### config.mk
export PLATFORM = sky130hd
export DESIGN_NAME = mem_arbiter
export DESIGN_NICKNAME = d
export VERILOG_FILES = /design/src/rtl/mem_arb_pkg.sv /design/src/rtl/rr_pick3.sv /design/src/rtl/mem_arbiter.sv
export SDC_FILE = /design/constraint.sdc
export NUM_CORES = 1
export LEC_CHECK = 0
export CAP_MARGIN = 5
export CORE_AREA = 4 4 129 131
export DETAILED_ROUTE_END_ITERATION = 10
export DIE_AREA = 0 0 133 135
export PLACE_DENSITY = 0.77
export SLEW_MARGIN = 15
export SYNTH_ARGS = -nofsm -noshare
export SYNTH_HDL_FRONTEND = slang
export SYNTH_SLANG_ARGS = --single-unit
### constraint.sdc
create_clock -name i_clk -period 4.9 [get_ports i_clk]
set_clock_uncertainty 0.2 [all_clocks]
set_input_delay 0.735 -clock i_clk [delete_from_list [all_inputs] [get_ports i_clk]]
set_output_delay 0.735 -clock i_clk [all_outputs]
set_load 0.02 [all_outputs]
### src/rtl/mem_arb_pkg.sv
// mem_arb_pkg: shared types and constants for the unified-memory arbiter.
//   state_e        - sequencer states (idle / memory access / response)
//   P_DATA/FETCH/DEBUG - requester port indices
//   MEM_BYTES_DEF  - default memory size in bytes
//   ALIGN_MASK     - required value of addr[1:0] for a word access
//   port_onehot()  - port index to one-hot ack vector
package mem_arb_pkg;

  typedef enum logic [1:0] {
    StIdle,
    StAccess,
    StResp
  } state_e;

  localparam logic [1:0] P_DATA  = 2'd0;
  localparam logic [1:0] P_FETCH = 2'd1;
  localparam logic [1:0] P_DEBUG = 2'd2;

  localparam int unsigned MEM_BYTES_DEF = 256;

  localparam logic [1:0] ALIGN_MASK = 2'b00;

  function automatic logic [2:0] port_onehot(input logic [1:0] idx);
    return 3'b001 << idx;
  endfunction

endpackage

### src/rtl/rr_pick3.sv
// rr_pick3: combinational three-way round-robin picker.
//   i_req   [2:0] - request vector, one bit per port
//   i_last  [1:0] - most recently granted port
//   o_grant [1:0] - winning port, searched from (last+1) mod 3 upward
//   o_valid       - at least one request is present
module rr_pick3
  import mem_arb_pkg::*;
(
  input  logic [2:0] i_req,
  input  logic [1:0] i_last,
  output logic [1:0] o_grant,
  output logic       o_valid
);

  always_comb begin
    o_valid = |i_req;
    o_grant = P_DATA;
    case (i_last)
      P_DATA: begin
        if (i_req[P_FETCH])      o_grant = P_FETCH;
        else if (i_req[P_DEBUG]) o_grant = P_DEBUG;
        else                     o_grant = P_DATA;
      end
      P_FETCH: begin
        if (i_req[P_DEBUG])      o_grant = P_DEBUG;
        else if (i_req[P_DATA])  o_grant = P_DATA;
        else                     o_grant = P_FETCH;
      end
      // last == 2 (and the unused encoding 3) start the search at port 0
      default: begin
        if (i_req[P_DATA])       o_grant = P_DATA;
        else if (i_req[P_FETCH]) o_grant = P_FETCH;
        else                     o_grant = P_DEBUG;
      end
    endcase
  end

endmodule

### src/rtl/mem_arbiter.sv
// mem_arbiter: three-port round-robin arbiter / sequencer for a single
// unified byte-addressed word memory (combinational read, clocked write).
//   i_clk, i_rst            - clock, asynchronous active-high reset
//   i_req/i_we [2:0]        - per-port request and write enable (held until ack)
//   i_addr0..2, i_wdata0..2 - per-port byte address and write data
//   o_ack [2:0]             - one-hot, one-cycle completion pulse
//   o_err                   - with o_ack: misaligned or out-of-range access
//   o_rdata                 - with o_ack: read data (0 for writes/errors)
//   o_MemRead, o_MemWrite   - memory strobes
//   o_mem_addr, o_mem_wdata - memory address / write data
//   i_mem_rdata             - memory read data
// LATENCY (1..4) is the number of ACCESS cycles per valid transaction.
module mem_arbiter
  import mem_arb_pkg::*;
#(
  parameter int unsigned LATENCY   = 1,
  parameter int unsigned MEM_BYTES = MEM_BYTES_DEF
) (
  input  logic        i_clk,
  input  logic        i_rst,
  input  logic [2:0]  i_req,
  input  logic [2:0]  i_we,
  input  logic [31:0] i_addr0,
  input  logic [31:0] i_addr1,
  input  logic [31:0] i_addr2,
  input  logic [31:0] i_wdata0,
  input  logic [31:0] i_wdata1,
  input  logic [31:0] i_wdata2,
  output logic [2:0]  o_ack,
  output logic        o_err,
  output logic [31:0] o_rdata,
  output logic        o_MemRead,
  output logic        o_MemWrite,
  output logic [31:0] o_mem_addr,
  output logic [31:0] o_mem_wdata,
  input  logic [31:0] i_mem_rdata
);

  localparam logic [31:0] LAST_WORD_ADDR = 32'(MEM_BYTES - 4);
  localparam logic [1:0]  CNT_INIT       = 2'(LATENCY - 1);

  logic [1:0]  w_grant;
  logic        w_valid;
  logic [31:0] w_addr;
  logic [31:0] w_wdata;
  logic        w_we;
  logic        w_bad;

  state_e      r_state;
  logic [1:0]  r_last;
  logic [1:0]  r_idx;
  logic        r_we;
  logic [1:0]  r_cnt;

  rr_pick3 u_pick (
    .i_req   (i_req),
    .i_last  (r_last),
    .o_grant (w_grant),
    .o_valid (w_valid)
  );

  // Fields of the candidate winner
  always_comb begin
    w_addr  = i_addr0;
    w_wdata = i_wdata0;
    w_we    = i_we[P_DATA];
    case (w_grant)
      P_FETCH: begin
        w_addr  = i_addr1;
        w_wdata = i_wdata1;
        w_we    = i_we[P_FETCH];
      end
      P_DEBUG: begin
        w_addr  = i_addr2;
        w_wdata = i_wdata2;
        w_we    = i_we[P_DEBUG];
      end
      default: ;
    endcase
    w_bad = (w_addr[1:0] != ALIGN_MASK) || (w_addr > LAST_WORD_ADDR);
  end

  // o_mem_addr / o_mem_wdata double as the latched address and write data.
  always_ff @(posedge i_clk or posedge i_rst) begin
    if (i_rst) begin
      r_state     <= StIdle;
      r_last      <= P_DEBUG;
      r_idx       <= P_DATA;
      r_we        <= 1'b0;
      r_cnt       <= 2'd0;
      o_ack       <= 3'b000;
      o_err       <= 1'b0;
      o_rdata     <= '0;
      o_MemRead   <= 1'b0;
      o_MemWrite  <= 1'b0;
      o_mem_addr  <= '0;
      o_mem_wdata <= '0;
    end else begin
      case (r_state)
        StIdle: begin
          if (w_valid) begin
            r_last <= w_grant;
            r_idx  <= w_grant;
            r_we   <= w_we;
            if (w_bad) begin
              // Rejected: straight to the response, memory never strobed
              r_state <= StResp;
              o_ack   <= port_onehot(w_grant);
              o_err   <= 1'b1;
              o_rdata <= '0;
            end else begin
              r_state     <= StAccess;
              r_cnt       <= CNT_INIT;
              o_mem_addr  <= w_addr;
              o_mem_wdata <= w_wdata;
              o_MemRead   <= ~w_we;
              // With a single ACCESS cycle the write strobe is due at once
              o_MemWrite  <= w_we && (CNT_INIT == 2'd0);
            end
          end
        end
        StAccess: begin
          if (r_cnt == 2'd0) begin
            r_state     <= StResp;
            o_ack       <= port_onehot(r_idx);
            o_err       <= 1'b0;
            o_rdata     <= r_we ? '0 : i_mem_rdata;
            o_MemRead   <= 1'b0;
            o_MemWrite  <= 1'b0;
            o_mem_addr  <= '0;
            o_mem_wdata <= '0;
          end else begin
            r_cnt      <= r_cnt - 2'd1;
            // Strobe only in the final ACCESS cycle
            o_MemWrite <= r_we && (r_cnt == 2'd1);
          end
        end
        StResp: begin
          r_state <= StIdle;
          o_ack   <= 3'b000;
          o_err   <= 1'b0;
          o_rdata <= '0;
        end
        default: r_state <= StIdle;
      endcase
    end
  end

endmodule
==> results of run 1 <==
final cells by class:
type | count | area [sq um] | share of cell area
flip-flops and latches | 110 | 2750 | 0.297
inverters | 83 | 314 | 0.0339
clock buffers | 10 | 239 | 0.0258
clock inverters | 5 | 57.6 | 0.00621
multi-input cells | 354 | 2210 | 0.239
repair buffers | 341 | 3420 | 0.369
well taps | 216 | 270 | 0.0292
layer usage:
layer | up-vias | global-route usage | part of all wire
met3 | 14 | 0.0473 | 0.068
met4 | 0 | 0.0543 | 0.013
li1 | 2646 | - | -
met1 | 2445 | 0.257 | 0.43
met5 | - | 0 | 0
met2 | 189 | 0.345 | 0.49
stage by stage:
step	cells	worst slack, ns	total power, mW	cell area, sq um	hold slack, ns
3_3_place_gp	1104	0.724	3.10	8970	0.275
2_1_floorplan	585	1.06	2.39	5460	0.250
4_1_cts	1119	0.955	3.88	9270	0.286
5_1_grt	1119	0.708	4.10	9270	0.316
3_5_place_dp	1104	0.580	3.13	8970	0.270
6_report	1119	0.933	3.85	9270	0.281
report_power, final:
part           switching (mW)  internal (mW)  total, mW  leakage [nW]
clock network           0.331          0.409      0.740         0.149
logic                    1.03          0.878       1.91          2.15
registers               0.111           1.08       1.19          1.51
critical path, delay by kind of cell:
family / cells / cell delay [ns]
AOI/OAI and AO/OA: 3 / 0.75
adders and majority gates: 1 / 0.41
and+or+nand+nor: 3 / 0.85
buffers and inverters: 4 / 1.04
muxes: 1 / 0.21
placed cells by master, fill, tap and decap left out, types with 6 or more instances in the layout:
cell	netlist	final
nand3_1	6	6
a22oi_1	41	41
buf_4	7	6
o21ai_0	6	6
clkbuf_16	0	9
clkdlybuf4s50_1	0	333
nor2_1	48	48
dfrtp_1	109	109
nor4_1	18	18
mux2i_1	34	34
nand2_1	41	41
ha_1	7	6
inv_1	79	78
a21oi_1	48	47
o22ai_1	40	40
nor2b_1	30	29
registers in the layout, summed over array words and instances (netlist names), 2 cells and up:
name and cells:
o_mem_wdata 32, r_last 2, r_state 2, o_rdata 32
o_ack 3, r_cnt 2, o_mem_addr 32
path summary, 6_finish.rpt:
kind | startpoint | to | slack, ns | cells past startpoint
max | i_req[1] | o_rdata[24] | 0.93 | 12
min | r_idx[1] | r_idx[1] | 0.28 | 2
max reg2reg | r_last[0] | o_rdata[24] | 1.40 | 11
min reg2reg | r_idx[1] | r_idx[1] | 0.28 | 2
max in group asynchronous | i_rst | o_rdata[2] | 3.13 | 3
min in group asynchronous | i_rst | o_mem_addr[1] | 0.49 | 2
cells by family (layout without fill, tap and decap cells):
kind of cell / count (synthesis) / in the layout
and+or+nand+nor: 158 / 158
AOI/OAI and AO/OA: 153 / 153
buffers and inverters: 121 / 439
DFF: 110 / 110
muxes: 36 / 36
adders and majority gates: 7 / 7
==> impl_metrics.env, run 1 <==
export IMPL_ir_drop_uv=281
export IMPL_cp_arrival_ns=4.03
export IMPL_p_leak_nw=3.80
export IMPL_max_freq_mhz=252
export IMPL_nFillCells=1351
export IMPL_synth_simple_area_share=0.140
export IMPL_drt_iter0_markers=295
export IMPL_gp_congestion=0.875
export IMPL_cts_tree="yes"
export IMPL_clock_latency_ns=0.34
export IMPL_muxShareOfSynthArea=0.0665
export IMPL_syn_avg_cell_area_sq_um=9.33
export IMPL_clkTransAtPathRegs_ns=0.07
export IMPL_grt_ovfl_total=0
export IMPL_cts_buffers=9
export IMPL_synth_async_sr_flop_share=1.00
export IMPL_cts_resized=0
export IMPL_end_kind="flip-flop"
export IMPL_syn2layout_area_growth_pct=69.8
export IMPL_grt_pass1_vias=5421
export IMPL_setup_viol=0
export IMPL_drive_above_1_share=0.0432
export IMPL_ys_types=42
export IMPL_critPathLaunchType="input port"
export IMPL_synth_edf_count=0
export IMPL_cts_sinks=110
export IMPL_syn_area_sq_mm=0.00546
export IMPL_period_needed_ns=3.97
export IMPL_power_density_mw_per_mm2=415
export IMPL_ys_flop_type="dfrtp_1"
export IMPL_synthAdderAreaFrac=0.0161
export IMPL_route_detailed_vias_per_inst=4.73
export IMPL_finalWirelength_microns=18500
export IMPL_synth_top_family_by_area="compound AO/OA/AOI/OAI gates"
export IMPL_hpwl_microns=14600
export IMPL_cts_buffer_depth=2
export IMPL_cpMostUsedCell="inv_2"
export IMPL_grt_max_degree=79
export IMPL_slew_headroom=0.512
export IMPL_die_h_microns=135
export IMPL_finalHoldViolations=0
export IMPL_antenna_found_initial=0
export IMPL_synthCells=585
export IMPL_cpMaxStageDelayCell="clkdlybuf4s50_1"
export IMPL_coreArea_sq_mm=0.0156
export IMPL_postCtsSetupBuffers=0
export IMPL_pin_count=334
export IMPL_final_max_slew_viol_count=0
export IMPL_synth_compound_area_share=0.180
export IMPL_worstPathCellList="clkdlybuf4s50_1 -> nand2b_1 -> a31oi_1 -> inv_2 -> ha_2 -> inv_2 -> a21oi_1 -> o31ai_2 -> nand4_2 -> nand2_2 -> buf_12 -> mux2i_1"
export IMPL_yosys_area_top_type="dfrtp_1"
export IMPL_grt_util_all_layers=0.202
export IMPL_ys_seq_area_frac=0.505
export IMPL_dr_pass1_iters=4
export IMPL_synth_top_cells_by_count="dfrtp_1 (109), inv_1 (79), a21oi_1 (48), nor2_1 (48)"
export IMPL_syn_num_nets=824
export IMPL_required_ns=4.96
export IMPL_port_buffer_count=333
export IMPL_synth_most_common_cell="dfrtp_1"
export IMPL_maxCapViolations=0
export IMPL_cts_hold_buf=0
export IMPL_final_util=0.594
export IMPL_die_area_sq_mm=0.0180
export IMPL_post_drt_wl_per_cell_microns=16.5
export IMPL_final_nets=1138
export IMPL_yosys_top_cells_area="dfrtp_1 (50%), mux2i_1 (6.2%), a22oi_1 (5.6%)"
export IMPL_min_period_over_period=0.810
export IMPL_rows=46
export IMPL_critPathKind="input port to flip-flop"
export IMPL_grt_pass1_wl_microns=28800
export IMPL_start_util=0.350
export IMPL_synth_yosys_warnings=0
export IMPL_antenna_cells=0
export IMPL_hp_class="flip-flop to flip-flop"
export IMPL_synth_xor_area_frac=0
export IMPL_cts_htree_levels=3
export IMPL_synth_seq_cells=110
export IMPL_tns_ns=0
export IMPL_tightest_slew_ns=0.732
export IMPL_die_w_microns=133
export IMPL_slowest_delay_ns=0.57
export IMPL_num_vias=5294
export IMPL_outcome="complete, no violations"
export IMPL_path_max_fanout=40
export IMPL_netlist_area_leader_share=0.500
export IMPL_cts_root_buf="clkbuf_16"
export IMPL_ant_nets=0
export IMPL_drc=0
export IMPL_rsz0062_at_grt="no"
(Power assumes the default switching activity.)
==> inputs of run 2 (changes only) <==
==> constraint.sdc (replaced) <==
create_clock -name i_clk -period 3.8 [get_ports i_clk]
set_clock_uncertainty 0.2 [all_clocks]
set_input_delay 0.57 -clock i_clk [delete_from_list [all_inputs] [get_ports i_clk]]
set_output_delay 0.57 -clock i_clk [all_outputs]
set_load 0.02 [all_outputs]
==> run 2 against run 1 <==
  * Global-route usage is 0.60 points lower
  * Critical path depth fell by 1
  * Final cell count up 0.18%
  * Register-to-register slack worse by 0.67 ns
  * Clock power is 29% higher
  * Critical endpoint is now o_mem_wdata[5]
==> impl_metrics.env, run 2 (same netlist as run 1, synthesis figures left out) <==
export IMPL_power_switching_mw=1.91
export IMPL_tightest_slew_ns=0.889
export IMPL_period_needed_ns=3.40
export IMPL_layout_common_cells="clkdlybuf4s50_1 (333), dfrtp_1 (109), inv_1 (78), nor2_1 (48), a21oi_1 (47)"
export IMPL_cts_resized=0
export IMPL_ant_nets=0
export IMPL_finalHoldViolations=0
export IMPL_num_vias=5383
export IMPL_total_power_mw=5.00
export IMPL_drc=0
export IMPL_rsz0062_at_grt="no"
export IMPL_clkTransAtPathRegs_ns=0.07
export IMPL_placed_cells=1105
export IMPL_die_w_microns=133
export IMPL_die_area_sq_mm=0.0180
export IMPL_path_max_fanout=65
export IMPL_dr_pass1_iters=4
export IMPL_p_int_mw=3.09
export IMPL_clock_latency_ns=0.34
export IMPL_cts_root_buf="clkbuf_16"
export IMPL_grt_util_all_layers=0.196
export IMPL_gp_congestion=0.928
export IMPL_maxCapViolations=0
export IMPL_setup_viol=0
export IMPL_power_clock_fraction=0.192
export IMPL_post_drt_wl_per_cell_microns=16.1
export IMPL_reg_top3="o_mem_addr x32, o_mem_wdata x32, o_rdata x32"
export IMPL_power_frac_comb=0.499
export IMPL_fin_cells=1121
export IMPL_slew_headroom=0.407
export IMPL_hp_class="flip-flop to flip-flop"
export IMPL_nFillCells=1344
export IMPL_end_kind="flip-flop"
export IMPL_max_freq_mhz=295
export IMPL_postCtsSetupBuffers=0
export IMPL_drt_iter0_markers=219
export IMPL_cts_sinks=110
export IMPL_cts_tree="yes"
export IMPL_antenna_cells=0
export IMPL_grt_max_degree=79
export IMPL_seqPwrFrac=0.309
export IMPL_pin_count=334
export IMPL_coreArea_sq_mm=0.0156
export IMPL_critPathLaunchType="input port"
export IMPL_route_detailed_vias_per_inst=4.80
export IMPL_drive_above_1_share=0.0453
export IMPL_cp_arrival_ns=3.40
export IMPL_grt_pass1_wl_microns=28000
export IMPL_critPathKind="input port to flip-flop"
export IMPL_layout_commonest_cell="clkdlybuf4s50_1"
export IMPL_required_ns=3.81
export IMPL_grt_ovfl_total=0
export IMPL_switching_share=0.382
export IMPL_die_h_microns=135
export IMPL_grt_pass1_vias=5547
export IMPL_rows=46
export IMPL_antenna_found_initial=0
export IMPL_tns_ns=0
export IMPL_cts_hold_buf=0
export IMPL_power_density_mw_per_mm2=537
export IMPL_placed_cell_area_sq_mm=0.00900
export IMPL_hpwl_microns=14300
export IMPL_outcome="complete, no violations"
export IMPL_cts_buffer_depth=2
export IMPL_ir_drop_uv=385
export IMPL_final_cell_area_sq_mm=0.00931
export IMPL_final_nets=1139
export IMPL_final_max_slew_viol_count=0
export IMPL_cts_htree_levels=3
export IMPL_port_buffer_count=333
export IMPL_syn2layout_area_growth_pct=70.6
export IMPL_finalWirelength_microns=18000
export IMPL_min_period_over_period=0.893
export IMPL_start_util=0.350
export IMPL_p_leak_nw=3.82
export IMPL_cts_buffers=9
[run 2: cell types whose count changed in the layout (fill, tap and decap cells not counted), sizes merged]
| cell | delta |
|---|---|
| buf | +1 |
| clkinv | -1 |
| clkinvlp | +1 |
| inv | +1 |
[run 2: final timing paths]
check,startpoint,end,slack (ns),cells after the start
max in group asynchronous,i_rst,o_mem_wdata[10],2.13,3
setup reg to reg,r_last[0],o_mem_wdata[5],0.73,10
hold / removal,r_idx[1],r_idx[1],0.29,2
setup / recovery,i_req[1],o_mem_wdata[5],0.40,11
min in group asynchronous,i_rst,o_mem_addr[14],0.57,2
hold reg to reg,r_idx[1],r_idx[1],0.29,2
[run 2: layer usage]
layer	GRT usage	up-vias	wire (microns)
li1	-	2648	-
met1	0.246	2484	7550
met2	0.336	221	8820
met3	0.0447	30	1280
met4	0.0612	0	378
met5	0	-	0
[run 2: power groups by stage]
stage               sequential, mW  combinational, mW  clock [mW]
detailed placement            1.57               2.50           0
floorplan                     1.78               1.30           0
CTS                           1.55               2.51       0.986
finish                        1.55               2.49       0.957
global placement              1.56               2.47           0
global route                  1.58               2.69        1.04
[run 2: layout make-up]
| type | count | area, sq um | area share |
|---|---|---|---|
| clock inverters | 6 | 68.8 | 0.00739 |
| multi-input cells | 354 | 2210 | 0.238 |
| well taps | 216 | 270 | 0.0290 |
| clock buffers | 10 | 239 | 0.0257 |
| flip-flops and latches | 110 | 2750 | 0.296 |
| inverters | 83 | 314 | 0.0337 |
| repair buffers | 342 | 3450 | 0.371 |
[run 2: critical path: stages]
cell             delay (ns)
clkdlybuf4s50_1        0.58
nand2b_1               0.15
a31oi_1                0.33
inv_2                  0.07
ha_2                   0.45
nand4_1                0.16
o31ai_2                0.15
nand4_2                0.24
a21oi_4                0.22
buf_12                 0.25
o22ai_1                0.13
[run 2: through the flow]
stage / utilization / hold WS (ns) / setup slack, ns
floorplan: - / 0.250 / 0.129
finish: 0.597 / 0.287 / 0.405
global placement: 0.577 / 0.279 / 0.206
CTS: 0.597 / 0.294 / 0.446
detailed placement: 0.577 / 0.279 / 0.0935
global route: 0.597 / 0.318 / 0.242
==> inputs of run 3 (changes only) <==
==> constraint.sdc (replaced) <==
create_clock -name i_clk -period 3.9 [get_ports i_clk]
set_clock_uncertainty 0.2 [all_clocks]
set_input_delay 0.585 -clock i_clk [delete_from_list [all_inputs] [get_ports i_clk]]
set_output_delay 0.585 -clock i_clk [all_outputs]
set_load 0.02 [all_outputs]
==> run 3 against run 2 <==
  * Flip-flop and latch count unchanged
  * Global-route usage up 0.25 points
  * Hold slack improved by 0.0062 ns
  * Via count shrank 2.2%
  * Critical path depth fell by 2
  * Register-to-register slack improved by 0.09 ns
  * Power down 3.3%
==> impl_metrics.env, run 3 (same netlist as run 1, synthesis figures left out) <==
export IMPL_cts_tree="yes"
export IMPL_num_vias=5263
export IMPL_final_max_slew_viol_count=0
export IMPL_gp_congestion=0.869
export IMPL_drc=0
export IMPL_switching_share=0.383
export IMPL_layout_common_cells="clkdlybuf4s50_1 (333), dfrtp_1 (109), inv_1 (78), nor2_1 (48), a21oi_1 (47)"
export IMPL_setup_viol=0
export IMPL_grt_ovfl_total=0
export IMPL_nFillCells=1343
export IMPL_grt_pass1_vias=5392
export IMPL_fin_ws_ns=0.506
export IMPL_clkTransAtPathRegs_ns=0.07
export IMPL_syn2layout_area_growth_pct=70.2
export IMPL_power_clock_fraction=0.192
export IMPL_antenna_cells=0
export IMPL_end_kind="flip-flop"
export IMPL_cts_sinks=110
export IMPL_cts_buffer_depth=2
export IMPL_cp_arrival_ns=3.39
export IMPL_min_period_over_period=0.870
export IMPL_place_worst_setup_slack_ns=0.168
export IMPL_cts_hold_buf=0
export IMPL_layout_commonest_cell="clkdlybuf4s50_1"
export IMPL_finalHoldViolations=0
export IMPL_p_leak_nw=3.81
export IMPL_port_buffer_count=333
export IMPL_rsz0062_at_grt="no"
export IMPL_ant_nets=0
export IMPL_power_frac_comb=0.497
export IMPL_max_freq_mhz=295
export IMPL_route_detailed_vias_per_inst=4.70
export IMPL_tns_ns=0
export IMPL_dr_pass1_iters=6
export IMPL_die_w_microns=133
export IMPL_r2r_slack_ns=0.82
export IMPL_hp_class="flip-flop to flip-flop"
export IMPL_path_max_fanout=78
export IMPL_cts_buffers=9
export IMPL_grt_pass1_wl_microns=28300
export IMPL_final_seq_area_sq_mm=0.00275
export IMPL_power_switching_mw=1.85
export IMPL_drive_above_1_share=0.0431
export IMPL_post_drt_wl_per_cell_microns=16.3
export IMPL_maxCapViolations=0
export IMPL_drt_iter0_markers=246
export IMPL_postCtsSetupBuffers=0
export IMPL_final_nets=1139
export IMPL_power_density_mw_per_mm2=520
export IMPL_grt_max_degree=79
export IMPL_pin_count=334
export IMPL_cts_resized=0
export IMPL_coreArea_sq_mm=0.0156
export IMPL_hpwl_microns=14300
export IMPL_multi_input_area_sq_mm=0.00221
export IMPL_start_util=0.350
export IMPL_critPathLaunchType="input port"
export IMPL_grt_util_all_layers=0.198
export IMPL_placed_cells=1105
export IMPL_antenna_found_initial=0
export IMPL_die_area_sq_mm=0.0180
export IMPL_tightest_slew_ns=0.676
export IMPL_reg_top3="o_mem_addr x32, o_mem_wdata x32, o_rdata x32"
export IMPL_clock_latency_ns=0.34
export IMPL_ir_drop_uv=272
export IMPL_p_int_mw=2.98
export IMPL_required_ns=3.90
export IMPL_period_needed_ns=3.39
export IMPL_rows=46
export IMPL_finalWirelength_microns=18300
export IMPL_critPathKind="input port to flip-flop"
export IMPL_slew_headroom=0.549
export IMPL_cts_root_buf="clkbuf_16"
export IMPL_outcome="complete, no violations"
export IMPL_die_h_microns=135
export IMPL_seqPwrFrac=0.311
export IMPL_cts_htree_levels=3
export IMPL_fin_cells=1120
==> run 3: cell count changes in the layout (fill, tap and decap cells not counted) <==
| cell | before | now |
|---|---|---|
| buf_12 | 4 | 3 |
| inv_6 | 2 | 1 |
| clkinv_2 | 1 | 0 |
| clkbuf_1 | 0 | 1 |
| buf_4 | 5 | 6 |
==> run 3: through the flow <==
step	util	cell area, sq um	hold slack (ns)	total power, mW
2_1_floorplan	-	5460	0.250	3.00
3_3_place_gp	0.576	8990	0.277	3.90
3_5_place_dp	0.576	8990	0.282	3.93
4_1_cts	0.595	9290	0.297	4.88
5_1_grt	0.595	9290	0.311	5.14
6_report	0.595	9290	0.293	4.83
==> run 3: power groups by stage <==
stage	logic (mW)	clock network [mW]	registers, mW
finish	2.40	0.930	1.50
CTS	2.42	0.959	1.50
floorplan	1.26	0	1.74
global route	2.60	1.01	1.53
detailed placement	2.41	0	1.52
global placement	2.38	0	1.52
==> run 3: worst max-delay path, stage by stage <==
cell and delay (ns):
clkdlybuf4s50_1 0.57, nand2b_1 0.14, a31oi_1 0.33, inv_2 0.07
ha_2 0.42, buf_4 0.56, o21ai_0 0.29, a41oi_1 0.27
o221ai_1 0.14
==> run 3: worst paths after layout <==
kind	from	to	depth (start not counted)
setup / recovery	i_req[1]	o_MemWrite	9
hold / removal	r_idx[1]	r_idx[1]	2
setup reg to reg	r_last[0]	o_MemWrite	8
hold reg to reg	r_idx[1]	r_idx[1]	2
max in group asynchronous	i_rst	r_last[1]	3
min in group asynchronous	i_rst	o_mem_addr[16]	2
==> run 3: area by class of cell <==
| cell class | instances | area share |
|---|---|---|
| Tap cell | 216 | 0.0291 |
| Sequential cell | 110 | 0.297 |
| Multi-Input combinational cell | 354 | 0.238 |
| Clock inverter | 4 | 0.00593 |
| Inverter | 83 | 0.0338 |
| Clock buffer | 11 | 0.0261 |
| Timing Repair Buffer | 342 | 0.370 |
==> run 3: per-layer routing <==
metal	track usage	routed length, microns	vias to the layer above
li1	-	-	2645
met1	0.256	7990	2410
met2	0.334	8830	194
met3	0.0477	1200	14
met4	0.0543	225	0
met5	0	0	-
